===== src/rtl/updown_stepper.sv =====
// updown_stepper: walks one lit LED one position per rising edge of sclk.
// Define UPDOWN_STEPPER_BOUNCE_EN for ping-pong travel instead of wrap-around.
module updown_stepper #(
  parameter int LEDS = 8,
  parameter int PW   = 3
) (
  input  logic            clk,
  input  logic            rst,
  input  logic            sclk,
  input  logic            dir,
  output logic [LEDS-1:0] leds,
  output logic [PW-1:0]   pos,
  output logic            step,
  output logic            heading
);

  localparam logic [PW-1:0] LAST = PW'(LEDS - 1);
  localparam logic [PW-1:0] ONE  = PW'(1);

  logic            sclk_q;
  logic            step_edge;
  logic [PW-1:0]   pos_q, pos_d;
  logic [LEDS-1:0] leds_q, leds_d;
  logic            step_q;

`ifdef UPDOWN_STEPPER_BOUNCE_EN
  logic flip_q, flip_d;

  assign heading = dir ^ flip_q;
`else
  assign heading = dir;
`endif

  always_comb begin
    step_edge = sclk & ~sclk_q;
    pos_d     = pos_q;
`ifdef UPDOWN_STEPPER_BOUNCE_EN
    flip_d    = flip_q;
`endif
    if (step_edge) begin
`ifdef UPDOWN_STEPPER_BOUNCE_EN
      // at an end the walk reflects instead of wrapping
      if (heading && pos_q == LAST) begin
        flip_d = ~flip_q;
        pos_d  = LAST - ONE;
      end else if (!heading && pos_q == '0) begin
        flip_d = ~flip_q;
        pos_d  = ONE;
      end else if (heading) begin
        pos_d = pos_q + ONE;
      end else begin
        pos_d = pos_q - ONE;
      end
`else
      // explicit compare: LEDS need not be a power of two
      if (heading) begin
        pos_d = (pos_q == LAST) ? '0 : pos_q + ONE;
      end else begin
        pos_d = (pos_q == '0) ? LAST : pos_q - ONE;
      end
`endif
    end
    leds_d = LEDS'(1) << pos_d;
  end

  always_ff @(posedge clk) begin
    if (rst) begin
      sclk_q <= 1'b1;
      pos_q  <= '0;
      leds_q <= LEDS'(1);
      step_q <= 1'b0;
`ifdef UPDOWN_STEPPER_BOUNCE_EN
      flip_q <= 1'b0;
`endif
    end else begin
      sclk_q <= sclk;
      pos_q  <= pos_d;
      leds_q <= leds_d;
      step_q <= step_edge;
`ifdef UPDOWN_STEPPER_BOUNCE_EN
      flip_q <= flip_d;
`endif
    end
  end

  assign pos  = pos_q;
  assign leds = leds_q;
  assign step = step_q;

endmodule


===== config.mk =====
export PLATFORM = sky130hd
export DESIGN_NAME = updown_stepper
export DESIGN_NICKNAME = d
export VERILOG_FILES = /design/src/rtl/updown_stepper.sv
export SDC_FILE = /design/constraint.sdc
export NUM_CORES = 1
export LEC_CHECK = 0
export ABC_AREA = 1
export CAP_MARGIN = 0
export CORE_ASPECT_RATIO = 1.1
export CORE_MARGIN = 8
export CORE_UTILIZATION = 34
export CTS_BUF_LIST = sky130_fd_sc_hd__clkbuf_8 sky130_fd_sc_hd__clkbuf_16
export DETAILED_ROUTE_END_ITERATION = 10
export PLACE_DENSITY_LB_ADDON = 0.1
export SYNTH_ARGS = -nofsm -noshare
export SYNTH_HDL_FRONTEND = slang
export SYNTH_SLANG_ARGS = --single-unit

===== constraint.sdc =====
create_clock -name clk -period 1.75 [get_ports clk]
set_input_delay 0.175 -clock clk [delete_from_list [all_inputs] [get_ports clk]]
set_output_delay 0.175 -clock clk [all_outputs]
set_load 0.02 [all_outputs]

Word level (Yosys, flattened, before mapping)
Index checks and enable logic that the tools add are counted.
Storage, ports and cells
  register bits: 13
Cells by class
  add/subtract/negate cells: 2
  bitwise gates (word level): 2
  shift-type cells: 1
  equal/unequal tests: 1
  reductions and logical operators: 1
  multiplexer cells: 4
Operator list (number)
  $mux 3: 4
  $shl 1x3->8 const A: 1
  $add 3x1->3 const B: 1
  $eq 3x3->1 const B: 1
  $logic_not 3->1: 1
  $sub 3x1->3 const B: 1
  $and 1x1->1: 1
  $not 1->1: 1

Logic depth before layout (Yosys ltp)
  depth in word-level cells: 5
  depth in mapped cells: 9
  depth with buffers taken out: 9

Worst setup path before layout
No wires, ideal clock.
  path type: reg2reg
  start: reg pos_q[0], in the netlist pos[0]
  end: reg leds_q[2], in the netlist leds[2]
  slack: 0.302 ns
  clock period less this slack: 1.448 ns
  setup time: 0.065 ns
  stages on the path, launching flop included: 9
  required time: 1.685 ns
  arrival: 1.383 ns
  path through: dfxtp_1 > inv_1 > ha_1 > inv_1 > o21ai_0 > nand3_1 > nand2_1 > nand2_1 > nor2_1
On the way
  cells in the longest elaborated chain, start to end: 5
  elaborated cells between the ends (all ways): 9
RTL lines
  start: declaration: line 22  | logic [PW-1:0] pos_q, pos_d;
  start signal: assignment: line 77  | pos_q <= pos_d;
  $sub 3x1->3, or another cell as far along: line 59  | pos_d = (pos_q == '0) ? LAST : pos_q - ONE;
  $mux 3 (on tied branches): line 59, 57
  $mux 3: line 56  | if (heading) begin
  $mux 3 (*): line 40  | if (step_edge) begin
  $shl 1x3->8 (*): line 63  | leds_d = LEDS'(1) << pos_d;
  end signal: assignment: line 78  | leds_q <= leds_d;
  end: declaration: line 23  | logic [LEDS-1:0] leds_q, leds_d;
Mark *: on every way between the ends. The rest lies on a longest branch, timed or not.
A chain may end at the register's enable or synchronous reset.

Final worst setup path
  start: in dir
  end: out heading
RTL lines
  start: declaration: line 10  | input logic dir,
  end: declaration: line 14  | output logic heading
No word-level cell between the ends.

==> results.ini <==
[clock_tree]
cts_tree=built
cts-htree-levels=1
tritoncts_sinks=13
clockRootBuffer=clkbuf_8
cts-buffers-inserted=3
clock_insertion_delay_at_the_later_pin_of_the_skew_report_ns=0.24
post_cts_resized=0
cts.path.max_buffers=2
postCtsSetupRepairBufs=0
post_cts_hold_buffer_count=0
path_clk_slew_ns=0.05

[detailed_routing]
via_per_inst=4.38
finalWirelength_mm=1.13
detailedRoute.firstPassIterationCount=4
routed_wire_length_per_instance_um=10.9
first_iter_violations=3
vias=456
drcViolationCount=0
antenna_violation_net_count_after_detailed_routing=0

[power]
power_uw=656
max-vdd-ir-drop_uv=586
power_per_cell_area_nw_per_um2=868
cellLeakagePower_uw=0.000359
fraction_of_power_consumed_by_combinational_cells_pct=14.2
netSwitchingPower_uw=154
p_clk_share_pct=38.2
p_int_uw=503
swShare_pct=23.4
pwr-share-seq_pct=47.5

[timing]
final_hold_viol_count=0
relSlewSlack_pct=85.1
timing.final.crit_share_pct=87.2
final.setup_skew_ns=0.00335
whs_ns=0.554
grt_setup_unrepaired=false
final.setup.worst_slack_ns=0.225
worst_slew_pin_slew_ns=0.223
max_clock_freq_mhz=656
finalSetupViolCount=0
finalSetupTns_ns=0
final.min_clock_period_ns=1.53
total_count_of_max_transition_violations_in_the_final_report=0

[layout]
layout_commonest_cell=clkdlybuf4s50_1
most-common-layout-cells=16 x clkdlybuf4s50_1, 13 x dfxtp_1, 12 x nand2_1, 12 x nor2_1, 11 x inv_1
layout.filler_cells=163
fraction_of_layout_instances_using_a_drive_strength_above_1_pct=8.05
layout.cell_area.non_filler_um2=756
area_taken_by_multi_input_logic_gates_um2=231
final_net_count=96
antenna-diode-count=0
syn2layout_area_growth_pct=40.8
area.sequential_um2=260

[critical_path]
path_max_fanout=5
crit_path_max_incr_delay_ns=0.63
critical_path.n_buffers_inverters=2
cp_slowest_cell=clkdlybuf4s50_1
cp_data_required_time_ns=1.57
path_cells=clkdlybuf4s50_1 > clkdlybuf4s50_1
worstSetupPathType=in2out
type_of_origin_of_the_critical_path=primary input
critical_path.most_common_cell=clkdlybuf4s50_1
cp_data_arrival_time_ns=1.35
endpoint_kind=output pin
worst_path_dominant_cell_family=buffers and inverters
regToRegSetupSlack_ns=0.25

[synth]
synthesis.nets=76
syn_inst=68
post_synth.cell_area_avg_um2=7.89
synth_sequential_area_ratio_pct=48.5
syn_area_um2=537
yosysUniqueCellTypes=13
yosys_warnings=0
number_of_synthesized_register_bits=13

[floorplanning]
core_area_um2=1520
die_height_um=57.7
die_extent_in_x_um=53.9
floorplan.rows=15
design.portCount=17
floorplan.die_area_um2=3110
initial_utilization_pct=35.3

[placed_design]
placedInstanceArea_um2=711
place.gp.congestion=0.850
port_buffers=16
placement.setup.worst_slack_ns=0.226
dp_hpwl_um=857

[run]
drv.max_cap_violation_count=0

[global_route]
grt_overflow_total=0
gr-usage-all-layers_pct=7.92
grt_first_pass_wirelength_mm=1.86
pin_count_of_the_biggest_net_entering_global_routing=8
vias_in_the_first_global_route=426
grt_antenna_before_repair=0

[hold_path]
hold_class=reg2reg

[run_status]
run_status=complete, no violations

## power groups by stage
| stage | logic, uW | registers, uW | clock network (uW) |
|---|---|---|---|
| after global routing | 103 | 313 | 272 |
| final | 93.4 | 312 | 251 |
| after global placement | 93.4 | 318 | 0 |
| after detailed placement | 93.7 | 318 | 0 |
| after floorplan | 44.4 | 330 | 0 |
| after CTS | 94.6 | 312 | 259 |
## routing by layer
metal / global-route usage [%] / routed length, um / share of wire, %
met2: 11.4 / 487 / 43
met1: 8.89 / 520 / 46
met3: 5.88 / 116 / 10
met5: 0 / 0 / 0
met4: 2.17 / 6 / 0.53
## logic make-up after synthesis
| group | synth area share (%) |
|---|---|
| fa+ha+maj | 9.32 |
| simple gates | 28.0 |
| flops | 48.5 |
| xor+xnor | 1.63 |
| buf+inv | 8.39 |
| compound gates | 4.20 |
## stage by stage
| step | util [%] | cells |
|---|---|---|
| after CTS | 49.7 | 104 |
| after global placement | 46.7 | 100 |
| final | 49.7 | 104 |
| after detailed placement | 46.7 | 100 |
| after global routing | 49.7 | 104 |
| after floorplan | - | 68 |
## synthesized netlist by cell type
cell type  instances  area share [%]
a21oi_1            2             1.9
inv_1             10             7.0
buf_4              1             1.4
or2_2              1             1.2
nor2_1            12             8.4
dfxtp_1           13              48
nand2_2            3             3.5
o21bai_1           1             1.4
nand3_1            7             6.5
nand2_1           12             8.4
xnor2_1            1             1.6
o21ai_0            1            0.93
ha_1               4             9.3
## path summary, 6_finish.rpt
check	startpoint	endpoint	cells past startpoint
setup / recovery	dir	heading	2
hold / removal	sclk_q	step	3
setup reg to reg	pos[0]	leds[2]	8
hold reg to reg	sclk_q	step	3
## layout make-up
class	count	area share (%)
flip-flops and latches	13	34.4
multi-input cells	44	30.6
repair buffers	16	21.2
clock buffers	3	5.46
inverters	10	4.97
well taps	17	2.81
clock inverters	1	0.497
## sequential cells by signal, summed over array words and instances, names as in the netlist
| name | flops |
|---|---|
| leds | 8 |
| sclk_q | 1 |
| step | 1 |
| pos | 3 |
(Power assumes the default switching activity.)
==> RTL change 1, RTL diff (same settings) <==
Make the reset (`rst`) asynchronous in one clocked block.
--- a/src/rtl/updown_stepper.sv
+++ b/src/rtl/updown_stepper.sv
@@ -63,7 +63,7 @@
     leds_d = LEDS'(1) << pos_d;
   end
 
-  always_ff @(posedge clk) begin
+  always_ff @(posedge clk or posedge rst) begin
     if (rst) begin
       sclk_q <= 1'b1;
       pos_q  <= '0;
Check against the original RTL: differs if rst is asserted again (counterexample within 4 cycles, from zero or initial values and one cycle with rst high); with rst held inactive, the same outputs for 10 cycles.
==> RTL change 1 against the unedited design <==
- register-to-register slack hardly changed
- cell area is 8.3% higher
- routed wire length is 4.9% higher
- synthesized area rose by 11%
- final cell count increased by 0.96%
- setup slack got worse by 0.55 ps
- sequential share of layout area is 5.6 points higher
- sequential cell count unchanged
- first-iteration DRC count grew 100%
Power is not compared: it rests on default switching activity, and its combinational part moved more than twofold at a synthesized area within 25%.
==> RTL change 1: results <==
[status]
outcome = finished clean

[place]
dp_hpwl_um = 902
place.gp.congestion = 0.763
dp.cells = 101
portBuffers = 16

[worst_hold_path]
hold_path.class = input port to async pin

[synthesis]
synth_cell_types = 12
synth.top_cells.by_area = dfrtp_1 (46%), nand2_1 (10%), dfstp_2 (8.8%)
synthArstFlopShare_pct = 100
synth_common_cells = nand2_1 (16), nor2_1 (12), dfrtp_1 (11)
synth_ff_type = dfrtp_1
seq_area_frac_synth_pct = 54.8

[detailed_routing]
drtIter0Drc = 6
dr.pass1.iters = 2
num_vias = 446
wl_mm = 1.19

[layout]
nFillCells = 164
final_cell_count_no_fill = 105
drive_gt1_share_pct = 13.8

[sta]
finalClockSkew_ps = 4.22
maxSlewHeadroom_pct = 68.4

[global_routing]
grt_max_degree = 14
grt_usage_pct = 7.89
grt_pass1_wl_mm = 2.11

[cts]
cts_resized = 0
htree_levels = 1

[setup_path]
crit_fanout = 1
startpoint = leds[0]
reg2reg_from = pos[1]
slowest_delay_ps = 600
==> RTL change 1: power groups by stage <==
stage	logic (uW)	clock network, uW	registers [uW]
finish	567	256	428
global route	645	277	438
CTS	577	262	431
detailed placement	571	0	432
global placement	572	0	432
floorplan	236	0	534
==> RTL change 1: path summary, 6_finish.rpt <==
kind,slack (ps),endpoint
worst min register to register,540,step
worst max register to register,250,leds[7]
worst max-delay path,220,leds[0]
max in group asynchronous,1150,leds[0]
min in group clk,450,sclk_q
worst min-delay path,250,pos[1]
==> RTL change 1: cells by family (layout without fill, tap and decap cells) <==
family                   Yosys count  count (layout)  synth area share, %
buffers and inverters             12              31                 8.16
AND/OR/NAND/NOR                   37              37                 27.0
adder cells (fa/ha/maj)            4               4                 8.37
AO/OA/AOI/OAI                      2               2                 1.67
flip-flops                        13              13                 54.8
==> RTL change 1: layer usage <==
| layer | GRT usage (%) | vias to the layer above | share of wire [%] |
|---|---|---|---|
| met5 | 0 | - | 0 |
| met4 | 2.06 | 0 | 0 |
| met3 | 4.03 | 0 | 7.6 |
| met2 | 13.0 | 12 | 45 |
| met1 | 8.81 | 194 | 47 |
| li1 | - | 240 | - |
==> RTL change 1: cell type report <==
cell class	instances	area [um2]	share of cell area [%]
inverters	11	41.3	5.05
clock buffers	3	41.3	5.05
clock inverters	1	3.75	0.459
well taps	18	22.5	2.75
multi-input cells	43	221	27.1
flip-flops and latches	13	328	40.1
repair buffers	16	160	19.6
==> RTL change 1: through the flow <==
step | setup slack, ps | hold slack [ps] | cell area, um2
detailed placement | 212 | 521 | 773
floorplan | 297 | 50.5 | 598
CTS | 213 | 277 | 818
global placement | 245 | 524 | 773
finish | 224 | 254 | 818
global route | 88.7 | 330 | 818
==> RTL change 2, RTL diff (config.mk and constraints unchanged) <==
Without the edit above. Add a define of `UPDOWN_STEPPER_BOUNCE_EN`.
--- a/src/rtl/updown_stepper.sv
+++ b/src/rtl/updown_stepper.sv
@@ -1,5 +1,7 @@
 // updown_stepper: walks one lit LED one position per rising edge of sclk.
 // Define UPDOWN_STEPPER_BOUNCE_EN for ping-pong travel instead of wrap-around.
+`define UPDOWN_STEPPER_BOUNCE_EN
+
 module updown_stepper #(
   parameter int LEDS = 8,
   parameter int PW   = 3
Formal check against the unedited RTL: not equivalent (a bounded check fails within 4 cycles, from zero or initial values and one cycle with rst high).
==> RTL change 2 against the unedited design <==
- synthesized area rose by 19%
- synthesized cell count rose by 26%
- largest power group unchanged
- highest routed layer unchanged
- sequential cell count rose by 1
- setup slack lost 34 ps
- worst hold slack got worse by 38 ps
- routed wire length rose by 11%
- critical endpoint is now leds[1]
- cell area up 18%
- via count rose by 20%
- die area grew 14%
- clock power shrank 2%
- total power rose by 10%
==> RTL change 2: results <==
[synthesis]
synth_top_area_share_pct = 43.7
synth_common_cells = nand2_1 (26), dfxtp_1 (14), inv_1 (14)
syn-num-nets = 91
synth.top_cells.by_area = dfxtp_1 (44%), nand2_1 (15%), inv_1 (8.2%)
synth_cell_types = 16
seq_area_frac_synth_pct = 43.7

[setup_path]
cp.arrival_ps = 1690
critPathTopFamily = simple AND/OR/NAND/NOR gates
startpoint = flip_q
slowest_delay_ps = 360
slowest_stage = dfxtp_2

[sta]
finalClockSkew_ps = 1.77
fin_crit_sh_pct = 89.1

[layout]
final_cell_count_no_fill = 125
drive_gt1_share_pct = 21.5
layout.nets = 114
nFillCells = 179

[worst_hold_path]
hold_start = sclk

[detailed_routing]
drtIter0Drc = 1
viasPerCell = 4.39
dr.pass1.iters = 3

[global_routing]
grt_pass1_vias = 550
grt_pass1_wl_mm = 2.15
grt_usage_pct = 7.99

[place]
dp_hpwl_mm = 1.04
dpl_worst_slack_ps = -161
place.gp.congestion = 0.802

[status]
outcome = finished clean

[power]
power_leakage_uw = 0.000421
ir_drop_mv = 0.564
-- RTL change 2: area by class of cell --
cell class	instances	area, um2	area share (%)
Tap cell	18	22.5	2.52
Timing Repair Buffer	18	176	19.7
Multi-Input combinational cell	56	313	35.0
Clock buffer	3	41.3	4.62
Inverter	16	60.1	6.71
Sequential cell	14	282	31.5
-- RTL change 2: cell families (layout without fill, tap and decap cells) --
kind of cell / Yosys count / after routing / share of synthesized area (%)
xor+xnor: 1 / 1 / 1.37
compound gates: 3 / 3 / 2.34
simple gates: 51 / 51 / 41.2
buf+inv: 16 / 37 / 9.38
fa+ha+maj: 1 / 1 / 1.95
flops: 14 / 14 / 43.8
-- RTL change 2: final timing paths --
| kind | end |
|---|---|
| worst max-delay path | leds[1] |
| worst min-delay path | sclk_q |
| worst max register to register | leds[1] |
| worst min register to register | flip_q |
-- RTL change 2: timing repair --
item	in CTS	in global routing
gates resized for setup	1	5
pin swaps	0	0
setup endpoints to repair	1	9
buffers inserted	0	0
-- RTL change 2: report_power, final --
| group | internal [uW] | switching [uW] | total, uW |
|---|---|---|---|
| registers | 333 | 7.41 | 340 |
| logic | 57.2 | 81.8 | 139 |
| clock network | 151 | 94.4 | 246 |
-- RTL change 2: layer usage --
| metal | vias up | GRT usage, % | part of all wire, % |
|---|---|---|---|
| met4 | 0 | 6.79 | 0.95 |
| li1 | 297 | - | - |
| met2 | 9 | 13.8 | 50 |
| met3 | 2 | 3.76 | 8.0 |
| met5 | - | 0 | 0 |
| met1 | 241 | 7.11 | 41 |
-- RTL change 2: tightest hold or removal path: stages --
cell and delay, ps:
clkdlybuf4s50_1 390, inv_1 80, nand2_1 50
-- RTL change 2: per-stage QoR --
stage	hold WS (ps)	TNS, ps	power, uW
5_1_grt	535	-12.2	769
2_1_floorplan	246	0	435
4_1_cts	515	0	736
3_3_place_gp	590	-1260	485
3_5_place_dp	597	-1410	485
6_report	515	0	725
